<file path="src/rtl/demux_bit_sequencer.sv">
// demux_bit_sequencer: serializes one accepted byte into per-bit strobed slots for a 1:8 demux
module demux_bit_sequencer #(
  parameter bit          MSB_FIRST = 1'b0,
  parameter int unsigned GAP       = 0
) (
  input  logic       clk,
  input  logic       rst_n,
  input  logic       s_valid_i,
  output logic       s_ready_o,
  input  logic [7:0] s_data_i,
  output logic       dm_in_o,
  output logic [2:0] dm_sel_o,
  output logic       dm_strobe_o,
  output logic       busy_o,
  output logic       frame_done_o
);
  typedef enum logic [1:0] {IDLE, SHIFT, WAIT} state_t;
  localparam logic [2:0] FIRST   = MSB_FIRST ? 3'd7 : 3'd0;
  localparam logic [2:0] LAST    = MSB_FIRST ? 3'd0 : 3'd7;
  localparam logic [3:0] GAP_END = 4'(GAP - 1);
  state_t     state_q, state_d;
  logic [7:0] sr_q, sr_d;
  logic [2:0] idx_q, idx_d;
  logic [3:0] gap_q, gap_d;
  logic       dm_in_d, dm_strobe_d, busy_d, frame_done_d;
  logic [2:0] dm_sel_d;
  logic       dm_in_q, dm_strobe_q, busy_q, frame_done_q;
  logic [2:0] dm_sel_q;
  assign s_ready_o    = (state_q == IDLE) && rst_n;
  assign dm_in_o      = dm_in_q;
  assign dm_sel_o     = dm_sel_q;
  assign dm_strobe_o  = dm_strobe_q;
  assign busy_o       = busy_q;
  assign frame_done_o = frame_done_q;
  // next state: capture on handshake, one SHIFT cycle per bit, GAP idle cycles between bits
  always_comb begin
    state_d = state_q;
    sr_d    = sr_q;
    idx_d   = idx_q;
    gap_d   = gap_q;
    case (state_q)
      IDLE: if (s_valid_i && s_ready_o) begin
        state_d = SHIFT;
        sr_d    = s_data_i;
        idx_d   = FIRST;
      end
      SHIFT: if (idx_q == LAST) state_d = IDLE;
      else begin
        idx_d   = MSB_FIRST ? idx_q - 3'd1 : idx_q + 3'd1;
        state_d = (GAP > 0) ? WAIT : SHIFT;
        gap_d   = '0;
      end
      WAIT: if (gap_q == GAP_END) begin
        state_d = SHIFT;
        gap_d   = '0;
      end else gap_d = gap_q + 4'd1;
      default: state_d = IDLE;
    endcase
  end
  // outputs are derived from the next state so they register in step with it
  always_comb begin
    dm_strobe_d  = state_d == SHIFT;
    dm_sel_d     = dm_strobe_d ? idx_d : dm_sel_q;
    dm_in_d      = dm_strobe_d && sr_d[idx_d];
    busy_d       = state_d != IDLE;
    frame_done_d = dm_strobe_d && (idx_d == LAST);
  end
  // state and registered outputs; reset discards any frame in flight
  always_ff @(posedge clk or negedge rst_n) begin
    if (!rst_n) begin
      state_q      <= IDLE;
      sr_q         <= '0;
      idx_q        <= '0;
      gap_q        <= '0;
      dm_in_q      <= 1'b0;
      dm_sel_q     <= '0;
      dm_strobe_q  <= 1'b0;
      busy_q       <= 1'b0;
      frame_done_q <= 1'b0;
    end else begin
      state_q      <= state_d;
      sr_q         <= sr_d;
      idx_q        <= idx_d;
      gap_q        <= gap_d;
      dm_in_q      <= dm_in_d;
      dm_sel_q     <= dm_sel_d;
      dm_strobe_q  <= dm_strobe_d;
      busy_q       <= busy_d;
      frame_done_q <= frame_done_d;
    end
  end
endmodule

</file>
<file path="config.mk">
export PLATFORM = sky130hd
export DESIGN_NAME = demux_bit_sequencer
export DESIGN_NICKNAME = d
export VERILOG_FILES = /design/src/rtl/demux_bit_sequencer.sv
export SDC_FILE = /design/constraint.sdc
export NUM_CORES = 1
export LEC_CHECK = 0
export ABC_AREA = 1
export ABC_CLOCK_PERIOD_IN_PS = 2900
export CAP_MARGIN = 10
export CORE_MARGIN = 3
export CORE_UTILIZATION = 56
export CTS_CLUSTER_SIZE = 24
export DETAILED_ROUTE_END_ITERATION = 10
export PLACE_DENSITY_LB_ADDON = 0.15
export SKIP_CTS_REPAIR_TIMING = 1
export SYNTH_ARGS = -nofsm -noshare
export SYNTH_HDL_FRONTEND = slang
export SYNTH_SLANG_ARGS = --single-unit
export TNS_END_PERCENT = 50
</file>
<file path="constraint.sdc">
create_clock -name clk -period 2.9 [get_ports clk]
set_clock_uncertainty 0.1 [all_clocks]
set_input_delay 0.29 -clock clk [delete_from_list [all_inputs] [get_ports clk]]
set_output_delay 0.29 -clock clk [all_outputs]
set_load 0.02 [all_outputs]
</file>
==> run_results.csv <==
group,metric,value,unit
grt,track_usage,0.206,
power_and_ir_drop,leakage,0.783,nW
finish,nets,183,
synth,syn-cell-area,0.00121,mm2
power_and_ir_drop,seqPwrFrac,0.328,
synth,syn-num-nets,159,
clock_network,clk_latency,320,ps
power_and_ir_drop,clkPwrFrac,0.152,
route,wire_per_inst,12.0,um
placed_design,place_ws,789,ps
worst_setup_path,slowest_stage,"clkdlybuf4s50_1",
worst_setup_path,worstSetupPathType,"reg -> out",
clock_network,cts_max_level,1,
timing,relSlewSlack,0.803,
synth,synth-seq-cells,24,
placed_design,hpwl,1.70,mm
worst_setup_path,reg2reg_depth,11,
min_path,hp-class,"in -> async",
worst_setup_path,critPathMaxStageDelay,620,ps
timing,report.final.slew_viol_count,0,
power_and_ir_drop,p_per_area,1090,mW/mm2
route,via_per_inst,4.88,
placed_design,placed_area,0.00143,mm2
route,drcViolationCount,0,
power_and_ir_drop,power.total,1.61,mW
die,die_area,0.00275,mm2
timing,fin_crit_sh,0.704,
clock_network,clock_sinks,24,
timing,max_freq,490,MHz
timing,setup_viol,0,
finish,antenna_cells,0,
timing,max_slew.worst_pin.slew,296,ps
run,drv_cap,0,
power_and_ir_drop,switching_share,0.430,
clock_network,cts.clk_slew.worst_paths,140,ps
timing,hold_slack,186,ps
route,vias,956,
placed_design,place.gp.congestion,0.800,
grt,grt_pass1_vias,914,
die,ios,19,
finish,multi_input_area,460,um2
timing,rsz0062_at_grt,"no",
grt,grt_pass1_wl,4.09,mm
synth,ys_types,23,
route,first_pass_iters,4,
run_status,status,"completed",
synth,ys_seq_area_frac,0.497,
route,first_iter_violations,10,
finish,fill_cells,167,
die,die_x,52.4,um
worst_setup_path,cp-start-kind,"flip-flop",
die,initial_core_util,0.603,
die,rows,16,
route,wl,2.36,mm
worst_setup_path,worst_ep_arrival_time,1650,ps
synth,synthDominantCellAreaShare,0.497,
synth,synthCells,146,
finish,register_area,601,um2
timing,hold_violations,0,
power_and_ir_drop,switchingPower,0.692,mW
timing,tns,0,ps
grt,grt_max_degree,20,
finish,drive_above_1_share,0.148,
worst_setup_path,path_cells,"nor3_1 -> clkdlybuf4s50_1",
clock_network,cts-buffers-inserted,3,
worst_setup_path,cp_max_fo,5,
grt,overflow,0,
power_and_ir_drop,peakVddDrop,0.816,mV
clock_network,cts_tree,"built",
clock_network,clockRootBuffer,"clkbuf_4",
synth,yosys_warnings,0,
synth,yosysTopAreaCell,"dfrtp_1",
worst_setup_path,critPathRequiredTime,2510,ps
grt,grt_antenna_before_repair,0,
clock_network,clk_path_buf_depth,2,
die,core_area,0.00200,mm2
finish,fin_area,0.00148,mm2
route,ant_nets,0,
finish,areaGrowthSynthToFinish,22.4,%
die,dieHeight,52.4,um
placed_design,portBuffers,18,
power_and_ir_drop,combPwrFrac,0.520,
synth,avgSynthCellArea,8.27,um2
timing,setup_ws,859,ps
synth,synth_area_leaders,"dfrtp_1 (50%), nand2_1 (11%), inv_1 (10%), nand2_2 (3.1%), nand3_1 (2.9%)",
worst_setup_path,endpoint_kind,"primary output",
timing,period_minus_slack,2040,ps
power_and_ir_drop,cellInternalPower,0.917,mW
==> power by group through the flow <==
| stage | Sequential (mW) | Combinational (mW) | Clock [mW] |
|---|---|---|---|
| 6_report | 0.528 | 0.837 | 0.245 |
| 5_1_grt | 0.545 | 0.941 | 0.263 |
| 4_1_cts | 0.528 | 0.847 | 0.247 |
| 3_5_place_dp | 0.534 | 0.833 | 0 |
| 3_3_place_gp | 0.530 | 0.803 | 0 |
| 2_1_floorplan | 0.584 | 0.531 | 0 |
==> cell usage in the layout, fill, tap and decap left out <==
cell             count
nand2_1             34
inv_1               33
dfrtp_1             24
clkdlybuf4s50_1     18
nor2_1               8
nand3_1              7
o21ai_0              6
nand2_2              6
nand4_1              4
nor2_4               3
o21ai_1              3
inv_2                3
clkbuf_4             3
nor2_2               2
a21oi_1              2
ha_1                 2
buf_4                2
nand3_4              1
nand2_4              1
o21ai_2              1
nand3_2              1
a21o_1               1
nor3_1               1
nor3_2               1
a22o_1               1
bufinv_16            1
==> area by class of cell <==
type	instances	share of cell area
inverters	36	0.0914
flip-flops and latches	24	0.406
multi-input cells	85	0.312
well taps	27	0.0229
clock buffers	3	0.0152
repair buffers	20	0.132
clock inverters	1	0.0203
==> through the flow <==
stage	utilization	cells
floorplan	-	146
global placement	0.712	192
detailed placement	0.712	192
CTS	0.738	196
global route	0.738	196
finish	0.738	196
==> path summary, 6_finish.rpt <==
path / startpoint / slack [ps] / end
worst min-delay path: rst_n / 190 / gap_q[2]
worst max register to register: idx_q[0] / 1130 / dm_in_o
worst max-delay path: state_q[1] / 860 / s_ready_o
worst min register to register: sr_q[7] / 400 / sr_q[7]
min in group clk: sr_q[7] / 400 / sr_q[7]
max in group asynchronous: rst_n / 2250 / sr_q[4]
==> kinds of logic (layout without fill, tap and decap cells) <==
| kind of cell | count (synthesis) | in the layout | synth area share |
|---|---|---|---|
| adder cells (fa/ha/maj) | 2 | 2 | 0.0207 |
| AND/OR/NAND/NOR | 69 | 69 | 0.294 |
| AO/OA/AOI/OAI | 14 | 14 | 0.0663 |
| flip-flops | 24 | 24 | 0.497 |
| buffers and inverters | 37 | 60 | 0.121 |
==> Yosys cell counts <==
cell type / instances
a21o_1: 1
o21ai_1: 3
nand2_1: 34
o21ai_0: 6
inv_1: 33
a21oi_1: 2
nand2_4: 1
nand3_4: 1
dfrtp_1: 24
nor3_1: 1
o21ai_2: 1
ha_1: 2
nand2_2: 6
nor2_2: 2
nor2_4: 3
nor2_1: 8
a22o_1: 1
nand3_2: 1
buf_6: 1
nand3_1: 7
nand4_1: 4
nor3_2: 1
inv_2: 3
==> critical path, delay by kind of cell, from the launching register on <==
kind | cells | cell delay, ps
buffers and inverters | 1 | 620
flip-flops | 1 | 510
AND/OR/NAND/NOR | 1 | 200
==> flip-flops by register name (all words and copies together) (netlist names) <==
register,flops
dm_strobe_o,1
frame_done_o,1
dm_in_o,1
idx_q,3
state_q,2
busy_o,1
dm_sel_o,3
sr_q,8
gap_q,4
==> routing by layer <==
layer	track usage	wire length [um]
met5	0	0
met2	0.339	1140
met1	0.268	1070
met4	0.0766	40
met3	0.0370	108
Power figures use the tool's default switching activity.
